--- src/rtl/rand_range_sampler_if.sv ---
// Output value stream of rand_range_sampler: FIFO head with valid/ready handshake.
interface rand_range_sampler_if #(
  parameter int S_WIDTH = 8
);
  logic [S_WIDTH-1:0] out_data_o;
  logic               out_valid_o;
  logic               out_ready_i;

  modport master (output out_data_o, output out_valid_o, input out_ready_i);
  modport slave  (input out_data_o, input out_valid_o, output out_ready_i);
endinterface

--- src/rtl/rand_range_sampler.sv ---
// Seeds the LFSR, maps raw bytes into 0..255 / 0..3 / 1..40 (rejection sampling), buffers in a FIFO.
// Value sampled in cycle C is visible at C+1 when the FIFO is empty; full FIFO without pop drops values.
module rand_range_sampler #(
  parameter int S_WIDTH    = 8,
  parameter int FIFO_DEPTH = 4
) (
  input  logic                 clk,
  input  logic                 rst_n,
  input  logic                 start_i,
  input  logic [S_WIDTH-1:0]   seed_i,
  input  logic [1:0]           mode_i,
  input  logic [S_WIDTH-1:0]   count_i,
  input  logic [S_WIDTH-1:0]   rand_i,
  output logic [S_WIDTH-1:0]   lfsr_seed_o,
  output logic                 lfsr_in_valid_o,
  rand_range_sampler_if.master out_if,
  output logic                 busy_o,
  output logic                 done_o
);
  localparam int PW = $clog2(FIFO_DEPTH);

  typedef enum logic [1:0] {IDLE, SEED, RUN, DRAIN} state_t;

  state_t             state_q, state_d;
  logic [1:0]         mode_q, mode_d;
  logic [S_WIDTH-1:0] count_q, count_d;
  logic [S_WIDTH-1:0] prod_q, prod_d;
  logic [S_WIDTH-1:0] lfsr_seed_q, lfsr_seed_d;
  logic               seed_vld_q, seed_vld_d;
  logic               done_q, done_d;

  logic [PW-1:0]      wr_q, rd_q;
  logic [PW:0]        occ_q;
  logic [S_WIDTH-1:0] mem_q [FIFO_DEPTH];

  logic               empty, full, pop, push, accept;
  logic [S_WIDTH-1:0] mapped, mod40;

  assign empty = (occ_q == '0);
  assign full  = (occ_q == (PW+1)'(FIFO_DEPTH));
  assign pop   = !empty && out_if.out_ready_i;
  assign push  = (state_q == RUN) && accept && (!full || pop);

  assign out_if.out_valid_o = !empty;
  assign out_if.out_data_o  = empty ? '0 : mem_q[rd_q];

  // Range mapping; raw values >= 240 are rejected in mode 2 so the mod-40 result stays unbiased.
  always_comb begin
    mod40 = rand_i;
    if      (rand_i >= S_WIDTH'(200)) mod40 = rand_i - S_WIDTH'(200);
    else if (rand_i >= S_WIDTH'(160)) mod40 = rand_i - S_WIDTH'(160);
    else if (rand_i >= S_WIDTH'(120)) mod40 = rand_i - S_WIDTH'(120);
    else if (rand_i >= S_WIDTH'(80))  mod40 = rand_i - S_WIDTH'(80);
    else if (rand_i >= S_WIDTH'(40))  mod40 = rand_i - S_WIDTH'(40);

    accept = 1'b1;
    mapped = rand_i;
    case (mode_q)
      2'd1: mapped = S_WIDTH'(rand_i[1:0]);
      2'd2: begin
        accept = (rand_i < S_WIDTH'(240));
        mapped = mod40 + S_WIDTH'(1);
      end
      default: ;
    endcase
  end

  always_ff @(posedge clk or negedge rst_n) begin
    if (!rst_n) begin
      state_q     <= IDLE;
      mode_q      <= 2'd0;
      count_q     <= '0;
      prod_q      <= '0;
      lfsr_seed_q <= '0;
      seed_vld_q  <= 1'b0;
      done_q      <= 1'b0;
    end else begin
      state_q     <= state_d;
      mode_q      <= mode_d;
      count_q     <= count_d;
      prod_q      <= prod_d;
      lfsr_seed_q <= lfsr_seed_d;
      seed_vld_q  <= seed_vld_d;
      done_q      <= done_d;
    end
  end

  always_comb begin
    state_d = state_q;
    mode_d  = mode_q;
    count_d = count_q;
    prod_d  = prod_q;
    case (state_q)
      IDLE: if (start_i) begin
        mode_d  = (mode_i == 2'd3) ? 2'd0 : mode_i;
        count_d = count_i;
        prod_d  = '0;
        state_d = (count_i == '0) ? DRAIN : SEED;
      end
      SEED: state_d = RUN;
      RUN: if (push) begin
        prod_d = prod_q + S_WIDTH'(1);
        if (prod_q + S_WIDTH'(1) == count_q) state_d = DRAIN;
      end
      DRAIN: if (empty) state_d = IDLE;
      default: state_d = IDLE;
    endcase
  end

  // Seed strobe is registered; seed_i is only valid in the IDLE cycle that enters SEED.
  always_comb begin
    seed_vld_d  = (state_d == SEED);
    lfsr_seed_d = '0;
    if (seed_vld_d) lfsr_seed_d = (seed_i == '0) ? S_WIDTH'(8'hA5) : seed_i;
    done_d      = (state_q == DRAIN) && empty;
    busy_o          = (state_q != IDLE);
    done_o          = done_q;
    lfsr_seed_o     = lfsr_seed_q;
    lfsr_in_valid_o = seed_vld_q;
  end

  always_ff @(posedge clk or negedge rst_n) begin
    if (!rst_n) begin
      wr_q  <= '0;
      rd_q  <= '0;
      occ_q <= '0;
    end else begin
      if (push) wr_q <= wr_q + PW'(1);
      if (pop)  rd_q <= rd_q + PW'(1);
      if (push && !pop)      occ_q <= occ_q + (PW+1)'(1);
      else if (pop && !push) occ_q <= occ_q - (PW+1)'(1);
    end
  end

  always_ff @(posedge clk) begin
    if (push) mem_q[wr_q] <= mapped;
  end
endmodule

--- src/flat_wrapper.sv ---
// flat-port wrapper written by rule: the top's interface ports become plain ports
module rand_range_sampler_flat 
#(
  parameter int S_WIDTH    = 8,
  parameter int FIFO_DEPTH = 4
)
  (clk, rst_n, start_i, seed_i, mode_i, count_i, rand_i, lfsr_seed_o, lfsr_in_valid_o, busy_o, done_o, out_if_out_data_o, out_if_out_valid_o, out_if_out_ready_i);
  rand_range_sampler_if #(.S_WIDTH(S_WIDTH)) out_if_i ();
  input  logic clk;
  input  logic rst_n;
  input  logic start_i;
  input  logic [S_WIDTH-1:0] seed_i;
  input  logic [1:0] mode_i;
  input  logic [S_WIDTH-1:0] count_i;
  input  logic [S_WIDTH-1:0] rand_i;
  output logic [S_WIDTH-1:0] lfsr_seed_o;
  output logic lfsr_in_valid_o;
  output logic busy_o;
  output logic done_o;
  output wire logic [$bits(out_if_i.out_data_o)-1:0] out_if_out_data_o;
  output wire logic [$bits(out_if_i.out_valid_o)-1:0] out_if_out_valid_o;
  input wire logic [$bits(out_if_i.out_ready_i)-1:0] out_if_out_ready_i;
  assign out_if_out_data_o = out_if_i.out_data_o;
  assign out_if_out_valid_o = out_if_i.out_valid_o;
  assign out_if_i.out_ready_i = out_if_out_ready_i;
  rand_range_sampler #(.S_WIDTH(S_WIDTH), .FIFO_DEPTH(FIFO_DEPTH)) u_core (.clk(clk), .rst_n(rst_n), .start_i(start_i), .seed_i(seed_i), .mode_i(mode_i), .count_i(count_i), .rand_i(rand_i), .lfsr_seed_o(lfsr_seed_o), .lfsr_in_valid_o(lfsr_in_valid_o), .out_if(out_if_i), .busy_o(busy_o), .done_o(done_o));
endmodule
--- config.mk ---
export PLATFORM = sky130hd
export DESIGN_NAME = rand_range_sampler_flat
export DESIGN_NICKNAME = d
export VERILOG_FILES = /design/src/rtl/rand_range_sampler_if.sv /design/src/rtl/rand_range_sampler.sv /design/src/flat_wrapper.sv
export SDC_FILE = /design/constraint.sdc
export NUM_CORES = 1
export LEC_CHECK = 0
export CAP_MARGIN = 10
export CORE_MARGIN = 4
export CORE_UTILIZATION = 45
export CTS_BUF_LIST = sky130_fd_sc_hd__clkbuf_8
export CTS_CLUSTER_DIAMETER = 100
export DETAILED_ROUTE_END_ITERATION = 16
export GPL_TIMING_DRIVEN = 0
export PLACE_DENSITY = 0.8
export SETUP_SLACK_MARGIN = 0.05
export SLEW_MARGIN = 20
export SYNTH_ARGS = -nofsm -noshare
export SYNTH_HDL_FRONTEND = slang
export SYNTH_SLANG_ARGS = --single-unit
export TNS_END_PERCENT = 30
--- constraint.sdc ---
create_clock -name clk -period 2.3 [get_ports clk]
set_input_delay 0.23 -clock clk [delete_from_list [all_inputs] [get_ports clk]]
set_output_delay 0.23 -clock clk [all_outputs]
set_load 0.01 [all_outputs]
Yosys cells after proc, flatten, opt, wreduce, memory -nomap -nowiden

Memory sizes are Yosys's and may differ from the RTL's.
Index checks and enable logic that the tools add are counted.

Memories kept: 1
Logic and storage cells: 83
RAM bits: 32
Output and inout port bits: 20
Bits in registers: 37

Memory list:

| name         | words | width | rd ports | clocked after memory_dff | write ports | line                     | RTL |
|---|---|---|---|---|---|---|---|
| u_core.mem_q | 4     | 8     | 1        | 0                        | 1           | rand_range_sampler.sv:34 | `logic [S_WIDTH-1:0] mem_q [FIFO_DEPTH];` |

Add/subtract/negate cells: 11
$lt $le $gt $ge: 6
Reduce and logical (&&, ||, !) cells: 20
Eq/ne operators: 11
Multiplexer cells: 24

Operators by type and width:

| kind                                                                   | count |
|---|---|
| 8-bit 2-to-1 mux                                                       | 10 |
| 8-bit one-hot mux with 2 select lines                                  | 2 |
| 8-bit by 1-bit adder with 8-bit output (second input constant)         | 2 |
| 8-bit by 7-bit >= comparator with 1-bit output (second input constant) | 2 |
| 8-bit >= comparator (second input constant)                            | 2 |
| 8-bit zero test                                                        | 2 |
| 8-bit by 7-bit subtractor with 8-bit output (second input constant)    | 2 |
| 8-bit subtractor (second input constant)                               | 2 |
| 2-bit 2-to-1 mux                                                       | 6 |
| 2-bit == test (second input constant)                                  | 4 |
| 8-bit == test                                                          | 1 |
| 8-bit by 6-bit >= comparator with 1-bit output (second input constant) | 1 |
| 8-bit less-than comparator (second input constant)                     | 1 |
| 2-bit one-hot mux with 4 select lines                                  | 1 |
| 8-bit by 6-bit subtractor with 8-bit output (second input constant)    | 1 |
| 2-bit by 1-bit == test with 1-bit output (second input constant)       | 3 |
| 1-bit logical AND                                                      | 6 |
| 3-bit 2-to-1 mux                                                       | 2 |
| 2-bit nonzero test                                                     | 3 |
| 2-bit by 1-bit adder with 2-bit output (second input constant)         | 2 |
| 1-bit zero test                                                        | 4 |
| 3-bit by 1-bit adder with 3-bit output (second input constant)         | 1 |
| 3-bit == test (second input constant)                                  | 1 |
| 3-bit zero test                                                        | 1 |
| other kinds (8)                                                        | 10 |

Longest topological paths before layout

Gate-level depths: netlist of run 1.

Depth after elaboration: 9
Mapped depth: 12

Least setup slack after synthesis of run 1

Ideal clock, no wire load.

Path kind: input to register
Start point: in rand_i[5]
End point: mem u_core.mem_q[0][7] (data pin)
Stages: 10
Data required time: 2.028 ns
Buffers on the path: 1
Slack: -0.522 ns
Arrival: 2.550 ns
Cell sequence: clkbuf_1 > inv_1 > ha_1 > a21boi_0 > a2bb2oi_1 > mux2i_1 > a311oi_2 > a211oi_2 > and3_2 > a221o_1

Word-level cells in the longest chain between the ends: 8

RTL lines:

| element                                                                                                       | line                     | RTL |
|---|---|---|
| start, declared                                                                                               | flat_wrapper.sv:15       | `input logic [S_WIDTH-1:0] rand_i;` |
| 8-bit by 6-bit subtractor with 8-bit output or 8-bit by 6-bit >= comparator with 1-bit output (tied branches) | rand_range_sampler.sv:54 | `else if (rand_i >= S_WIDTH'(40)) mod40 = rand_i - S_WIDTH'(40);` |
| 8-bit 2-to-1 mux                                                                                              | rand_range_sampler.sv:54 |  |
| 8-bit 2-to-1 mux                                                                                              | rand_range_sampler.sv:53 | `else if (rand_i >= S_WIDTH'(80)) mod40 = rand_i - S_WIDTH'(80);` |
| 8-bit 2-to-1 mux                                                                                              | rand_range_sampler.sv:52 | `else if (rand_i >= S_WIDTH'(120)) mod40 = rand_i - S_WIDTH'(120);` |
| 8-bit 2-to-1 mux                                                                                              | rand_range_sampler.sv:51 | `else if (rand_i >= S_WIDTH'(160)) mod40 = rand_i - S_WIDTH'(160);` |
| 8-bit 2-to-1 mux (*)                                                                                          | rand_range_sampler.sv:50 | `if (rand_i >= S_WIDTH'(200)) mod40 = rand_i - S_WIDTH'(200);` |
| 8-bit by 1-bit adder with 8-bit output (*)                                                                    | rand_range_sampler.sv:62 | `mapped = mod40 + S_WIDTH'(1);` |
| 8-bit one-hot mux with 2 select lines (*)                                                                     | rand_range_sampler.sv:58 | `case (mode_q)` |
| named net u_core.mapped[7]                                                                                    | rand_range_sampler.sv:37 | `logic [S_WIDTH-1:0] mapped, mod40;` |
| end, declared                                                                                                 | rand_range_sampler.sv:34 |  |

Mark *: on every way through the listed nets, which the timed path passes. The rest lies on a longest branch.

Worst setup path in the final report of run 1

Start point: in rand_i[4]
End point: mem u_core.mem_q[1][7] (data pin)

Same word-level chain as after synthesis.

==> run metrics, run 1 <==
Setup Viol. Count Final 12; pin slew with the least headroom to its limit 0.625 ns; largest net degree at the start of global routing 22; required time reported for the critical path endpoint 2.36 ns; Area after DPL 4710 sq um; number of placement rows 34; final wirelength 9120 um; largest driver fanout on the critical path 4; number of levels the H-tree was split into 3; placed cell count 508; r2r setup slk 0.07 ns; clock edge transition at the registers on the reported setup and hold paths 0.07 ns; portion of the post-synthesis area used by sequential elements 47.3%; leakage power of the design 2.07 nW; Final ANT Viol Nets 0; Final Hold Viols 0; DIE AREA 10400 sq um; area growth from synthesis to layout 32.1%; root buf cell clkbuf_8; maximum VDD drop 0.401 mV; synthesis warning total 0; overflow left after global routing 0; worst r2r src u_core.mode_q[0]; Setup Skew 0.00940 ns; fraction of layout instances using a drive strength above 1 26.4%; top-level I/O count 50; minimum setup slack in the final design -0.218 ns; count of flip-flops with a built-in enable after synthesis 32; Buffers on Ports 48; Cells after Synth 351; sinks on the clock net 69; RD Place Congestion 0.928; max-slew headroom at the worst pin 57.9%; core area 8680 sq um; PD cells 1040 nW/um^2; Power Total 0.00546 W; Antenna Cells 0; vias in the first global route 2916; maximum root-to-sink buffer count 2; initial core utilization 45.9%; number of register bits inferred by synthesis 69; via count 3005; Hold Crit Class input pin to async pin; Detailed Route Iter0 Violations 159; DRC violations left 0; result of the run finished with violations; Maximum Capacitance Violations 0; HPWL after detailed placement 6210 um; Total Negative Setup Slacks -2.16 ns; count of placed standard cells in the final layout, fillers left out 544; most common flop cell mapped by yosys dfrtp_1; synthesized area per cell 11.4 sq um; TritonCTS clock tree built; die extent in y 102 um; x dimension of the die 102 um; initial antenna violation count 0; global-route wire length before repair 14600 um; type of element launching the critical path input pin; capture point of the worst reg-to-reg path u_core.lfsr_seed_o[0]; cell area after synthesis 3990 sq um; maximum clock frequency 397 MHz; global-route usage over all layers 17.9%; RSZ-0062 raised after global routing yes; min cycle time layout 2.52 ns; Final Instance Area 5270 sq um; signal arrival time at the worst endpoint 2.58 ns; number of distinct standard cells referenced by the synthesized netlist 65; period utilization 109%; Reg2Reg Depth 11; number of nets in the layout 484; latest clock arrival within the worst-skew pair 0.34 ns; average vias per placed instance 5.52; fraction of registers with async set or reset after synthesis 53.6%; critical path capture point type flip-flop; Max Slew Vio Count 0; Worst Setup Path Type input pin to flip-flop; Num CTS Buffers 9; net count after synthesis 404; wire length per cell after detailed routing 16.8 um; violations in the final reports setup timing; number of search-and-repair iterations in the first detailed-routing pass 5
[cells in the mapped netlist (2+ instances only)]
master	count	share of area (%)
buf_2	2	0.25
a211o_1	2	0.44
o211ai_1	4	0.75
ha_1	22	6.9
xor2_1	9	2.0
nand2_1	32	3.0
and4bb_2	2	0.63
a31oi_1	2	0.31
or4_1	2	0.38
mux4_2	8	4.5
nand3b_1	2	0.38
nor3_1	4	0.50
dfrtp_1	37	23
a21boi_0	4	0.75
mux2_2	10	2.8
o21a_1	4	0.75
a211oi_2	2	0.63
o21ai_0	23	2.9
a22o_1	2	0.44
o2111ai_1	2	0.44
o41ai_1	2	0.44
nand4_1	2	0.31
clkbuf_1	14	1.3
o31ai_1	2	0.38
nand2b_1	6	0.94
and2_1	20	3.1
nor2b_1	2	0.31
a2bb2oi_1	2	0.44
nand3_1	12	1.5
nor2_1	10	0.94
inv_1	15	1.4
nor4_1	5	0.78
a21oi_1	6	0.75
or3_1	2	0.31
xnor2_1	15	3.3
edfxtp_1	32	24
[per-stage QoR]
stage	hold slack, ns	util [%]	worst slack [ns]
after floorplan	-0.0656	-	-0.197
after global routing	0.407	60.7	-0.292
final	0.378	60.7	-0.218
after detailed placement	0.201	54.3	-1.38
after global placement	0.465	54.1	-1.31
after CTS	0.366	59.2	-0.238
[layer usage]
layer | global-route usage (%) | routed length (um)
met1 | 24.1 | 3830
met2 | 29.9 | 4690
met3 | 3.69 | 468
met4 | 4.04 | 131
met5 | 0 | 0
[what timing repair did]
| item | in CTS | in global routing |
|---|---|---|
| hold buffers | 1 | 0 |
| resized for setup | 68 | 24 |
| setup endpoints to repair | 72 | 32 |
| hold endpoints to repair | 16 | 0 |
| pin swaps | 16 | 12 |
| buffers inserted | 16 | 5 |
[worst max-delay path, stage by stage]
cell and delay, ns:
buf_12 0.10, clkinvlp_4 0.08, buf_6 0.10, ha_4 0.11
or4b_4 0.48, o211a_4 0.27, or3_1 0.32, a211oi_2 0.26
o21a_2 0.20, a31oi_1 0.08, a221o_1 0.34
[registers in the layout, indices dropped and copies added (netlist names)]
signal / flops
u_core.mem_q: 32
u_core.lfsr_seed_o: 8
u_core.done_o: 1
u_core.prod_q: 8
u_core.wr_q: 2
u_core.count_q: 8
u_core.rd_q: 2
u_core.occ_q: 3
u_core.state_q: 2
u_core.lfsr_in_valid_o: 1
u_core.mode_q: 2
[placed cells by master, fill, tap and decap left out, drive strengths merged, types with 14 or more instances in the layout]
| cell | Yosys | routed |
|---|---|---|
| ha | 22 | 22 |
| buf | 3 | 29 |
| inv | 15 | 14 |
| edfxtp | 32 | 32 |
| xnor2 | 15 | 15 |
| clkdlybuf4s50 | 0 | 31 |
| clkbuf | 14 | 25 |
| o21ai | 24 | 24 |
| and2 | 20 | 20 |
| nand2 | 32 | 32 |
| dfrtp | 37 | 37 |
[where the power goes]
| part | internal (W) | switching (W) | total [W] | leakage (nW) |
|---|---|---|---|---|
| clock network | 0.000474 | 0.000431 | 0.000905 | 0.104 |
| logic | 0.00120 | 0.00122 | 0.00243 | 1.20 |
| registers | 0.00186 | 0.000272 | 0.00213 | 0.770 |
[logic make-up after synthesis]
kind of cell,count (synthesis),share of synthesized area [%]
adders and majority gates,23,7.41
DFF,69,47.3
AOI/OAI and AO/OA,74,13.5
muxes,19,7.60
and+or+nand+nor,109,15.1
xor gates and xnor gates,25,5.84
buffers and inverters,32,3.26
[how the worst max path moves through the flow]
| stage | from | to | slack [ns] | cells past startpoint |
|---|---|---|---|---|
| 6_report | rand_i[4] | u_core.mem_q[1][7] | -0.22 | 11 |
| 5_1_grt | rand_i[4] | u_core.mem_q[3][6] | -0.29 | 12 |
| 4_1_cts | rand_i[4] | u_core.mem_q[1][7] | -0.24 | 11 |
| 3_5_place_dp | rand_i[4] | u_core.mem_q[0][7] | -1.38 | 10 |
| 3_3_place_gp | rand_i[4] | u_core.mem_q[0][7] | -1.31 | 10 |
| 2_1_floorplan | rand_i[4] | u_core.mem_q[0][7] | -0.20 | 9 |
[layout make-up]
cell class                 instances  area [sq um]
clock inverter                     4          22.5
inverter                          15          66.3
tap                              108           135
sequential                        69          1890
multi-input combinational        250          2220
fill                             709          3410
clock buffer                      12           165
buffer                            15          98.8
timing repair buffer              71           666
No activity file was read; power rests on OpenSTA's default activity.
==> run 2: changes to the inputs <==
- CORE_ASPECT_RATIO: unset -> 1.1
- CORE_UTILIZATION: 45 -> 25
- PLACE_DENSITY: 0.8 -> 0.55
==> run 2 against run 1 <==
  * The flow still finishes with violations (setup timing)
  * Final cell count grew 19%
  * Design area increased by 5.2%
  * Clock-buffer cell count decreased by 3
  * Hold slack worse by 0.0091 ns
  * Register-to-register slack got worse by 0.16 ns
  * Die area is 73% higher
  * Clock power decreased by 11%
  * Critical path depth did not move
  * First-iteration DRC count decreased by 15%
  * Routed wire length is 6.7% higher
  * Via count grew 2.3%
  * Largest cell class unchanged
  * Largest power group unchanged
  * Highest routed layer unchanged
==> run metrics, run 2 (synthesis results as in run 1) <==
sequential cell area 1890 sq um (about the same); Hold Crit Class input pin to async pin; maximum root-to-sink buffer count 2 (unchanged); global-route wire length before repair 15900 um (+9.2%); worst setup slack before clock tree synthesis -1.35 ns (+0.0335 ns); leading cell types in the layout, fill and taps excluded clkdlybuf4s50_1 (38), dfrtp_1 (35), nand2_1 (32), edfxtp_1 (32), buf_4 (30); register with the highest flop count u_core.mem_q; RSZ-0062 raised after global routing yes; Area after DPL 4830 sq um (+2.4%); Final Hold Viols 0 (unchanged); DIE AREA 18000 sq um (+73%); average vias per placed instance 4.73 (-14%); number of placement rows 48 (+41%); portion of total power attributed to combinational logic 49.0% (+4.6 points); fraction of layout instances using a drive strength above 1 32.2% (+5.8 points); Filler cells 1533 (+120%); HPWL after detailed placement 6830 um (+10%); total met3 wirelength after detailed routing 296 um (-37%); area growth from synthesis to layout 39.0%; root buf cell clkbuf_8; number of search-and-repair iterations in the first detailed-routing pass 4 (-1); Setup Skew 0.0105 ns (+0.00109 ns); internal power contribution 0.00377 W (+6.6%); overflow left after global routing 0 (unchanged); Sw Ratio 34.8% (-0.50 points); type of element launching the critical path input pin; die extent in y 140 um (+38%); result of the run finished with violations; wire length per cell after detailed routing 15.0 um (-11%); final wirelength 9740 um (+6.7%); x dimension of the die 128 um (+26%); PD cells 1040 nW/um^2 (+0.51%); highest metal layer used by the detailed router met4; sinks on the clock net 69 (unchanged); part of the power in registers 37.1% (-1.9 points); Power Total 0.00577 W (+5.8%); largest net degree at the start of global routing 20 (-9.1%); period utilization 105% (-4.6 points); min cycle time layout 2.41 ns (-0.107 ns); initial core utilization 25.4% (-21 points); required time reported for the critical path endpoint 2.37 ns (about the same); TritonCTS clock tree built; r2r setup slk -0.09 ns (-0.16 ns); max reg flops 32 (unchanged); number of nets in the layout 498 (+2.9%); largest driver fanout on the critical path 5 (+1); max-slew headroom at the worst pin 58.8% (+0.89 points); DRC violations left 0 (unchanged); Final Instance Area 5540 sq um (+5.2%); latest clock arrival within the worst-skew pair 0.35 ns (about the same); global-route usage over all layers 10.9% (-6.9 points); most common cell after layout, fill and taps aside clkdlybuf4s50_1; WL met1 4340 um (+13%); minimum setup slack in the final design -0.111 ns (+0.107 ns); switching power total 0.00201 W (+4.3%); violations in the final reports setup timing; pin slew with the least headroom to its limit 0.612 ns (-0.0132 ns); capture point of the worst reg-to-reg path u_core.occ_q[1]; Maximum Capacitance Violations 0 (unchanged); vias in the first global route 3154 (+8.2%); Antenna Cells 0 (unchanged); leakage power of the design 2.11 nW (+2.1%); met2 layer wire length in the routed design 4910 um (+4.7%); Setup Viol. Count Final 22 (+10); Buffers on Ports 48 (unchanged); Max Slew Vio Count 0 (unchanged); signal arrival time at the worst endpoint 2.48 ns (-0.10 ns); number of levels the H-tree was split into 3 (unchanged); critical path capture point type flip-flop; core area 15700 sq um (+81%); Final ANT Viol Nets 0 (unchanged); Num CTS Buffers 9 (unchanged); initial antenna violation count 0 (unchanged); clock edge transition at the registers on the reported setup and hold paths 0.08 ns (about the same); Detailed Route Iter0 Violations 135 (-15%); part of the power in the clock network 14.0% (-2.6 points); Worst setup endpoint u_core.mem_q[1][7]; critical path startpoint rand_i[4]; RD Place Congestion 0.837 (-9.8%); Reg2Reg Depth 9 (-2); area used by multi-input combinational logic 2280 sq um (+2.3%); Worst Setup Path Type input pin to flip-flop; maximum VDD drop 0.406 mV (+1.0%); top-level I/O count 50 (unchanged); maximum clock frequency 415 MHz (+4.4%); worst r2r src u_core.occ_q[1]; via count 3074 (+2.3%)
==> run 2: cell count changes in the layout (fill, tap and decap cells not counted), moves of 2 or more <==
cell | previous run | this run
ha_1 | 16 | 12
and2_2 | 0 | 4
buf_4 | 20 | 30
buf_6 | 4 | 9
dlygate4sd2_1 | 9 | 1
ha_2 | 3 | 7
clkdlybuf4s50_1 | 31 | 38
and2_4 | 1 | 3
inv_2 | 1 | 3
clkdlybuf4s15_2 | 2 | 0
and2_1 | 19 | 13
clkinv_1 | 0 | 2
==> run 2: how the worst min path moves through the flow <==
stage                                  to  slack (ns)  depth (start not counted)
floorplan               u_core.count_q[0]       -0.07                          0
global placement          u_core.occ_q[2]        0.46                          1
detailed placement  u_core.lfsr_seed_o[4]        0.22                          1
CTS                        u_core.rd_q[1]        0.35                          3
global route               u_core.rd_q[0]        0.38                          3
finish              u_core.lfsr_seed_o[6]        0.37                          2
==> run 2: final cells by class <==
| cell class | count | area share [%] |
|---|---|---|
| well taps | 200 | 4.52 |
| multi-input cells | 250 | 41.1 |
| inverters | 15 | 1.15 |
| plain buffers | 15 | 2.08 |
| flip-flops and latches | 69 | 34.1 |
| repair buffers | 85 | 14.2 |
| clock buffers | 9 | 2.24 |
| clock inverters | 7 | 0.610 |
==> run 2: critical path, stage by stage <==
cell	delay, ns
buf_12	0.08
clkinvlp_4	0.11
buf_4	0.15
ha_1	0.23
and4bb_4	0.24
o311ai_1	0.30
mux2i_2	0.15
a311oi_4	0.33
a211oi_2	0.10
and3_4	0.18
a221o_1	0.38
==> run 2: through the flow <==
stage	instances	util (%)	TNS [ns]	hold WS [ns]
detailed placement	600	30.8	-54.08	0.216
CTS	640	33.9	-2.63	0.351
floorplan	351	-	-1.87	-0.0656
finish	650	35.4	-1.45	0.369
global route	650	35.4	-4.42	0.383
global placement	599	30.7	-51.89	0.465
==> run 2: per-layer routing <==
layer	global-route usage (%)	vias to the layer above
met2	17.4	56
met4	4.80	0
met3	1.95	12
met1	14.4	1526
li1	-	1480
met5	0	-
==> run 2: what timing repair did <==
action,4_1_cts,5_1_grt
setup endpoints to repair,73,56
hold endpoints to repair,18,0
hold buffers,1,0
pin swaps,15,24
cloned,0,1
resized for setup,73,48
setup buffers,24,11
==> run 2: power by group through the flow <==
stage	clock network, W	registers, W	logic [W]
after detailed placement	0	0.00211	0.00237
after global placement	0	0.00208	0.00231
final	0.000807	0.00214	0.00283
after floorplan	0	0.00204	0.00160
after CTS	0.000832	0.00212	0.00266
after global routing	0.000891	0.00220	0.00312
==> run 3: changes to the inputs <==
- ABC_CLOCK_PERIOD_IN_PS: unset -> 2300
==> results of run 3 <==
Final layout, timing and power as in run 2 (identical DEF).
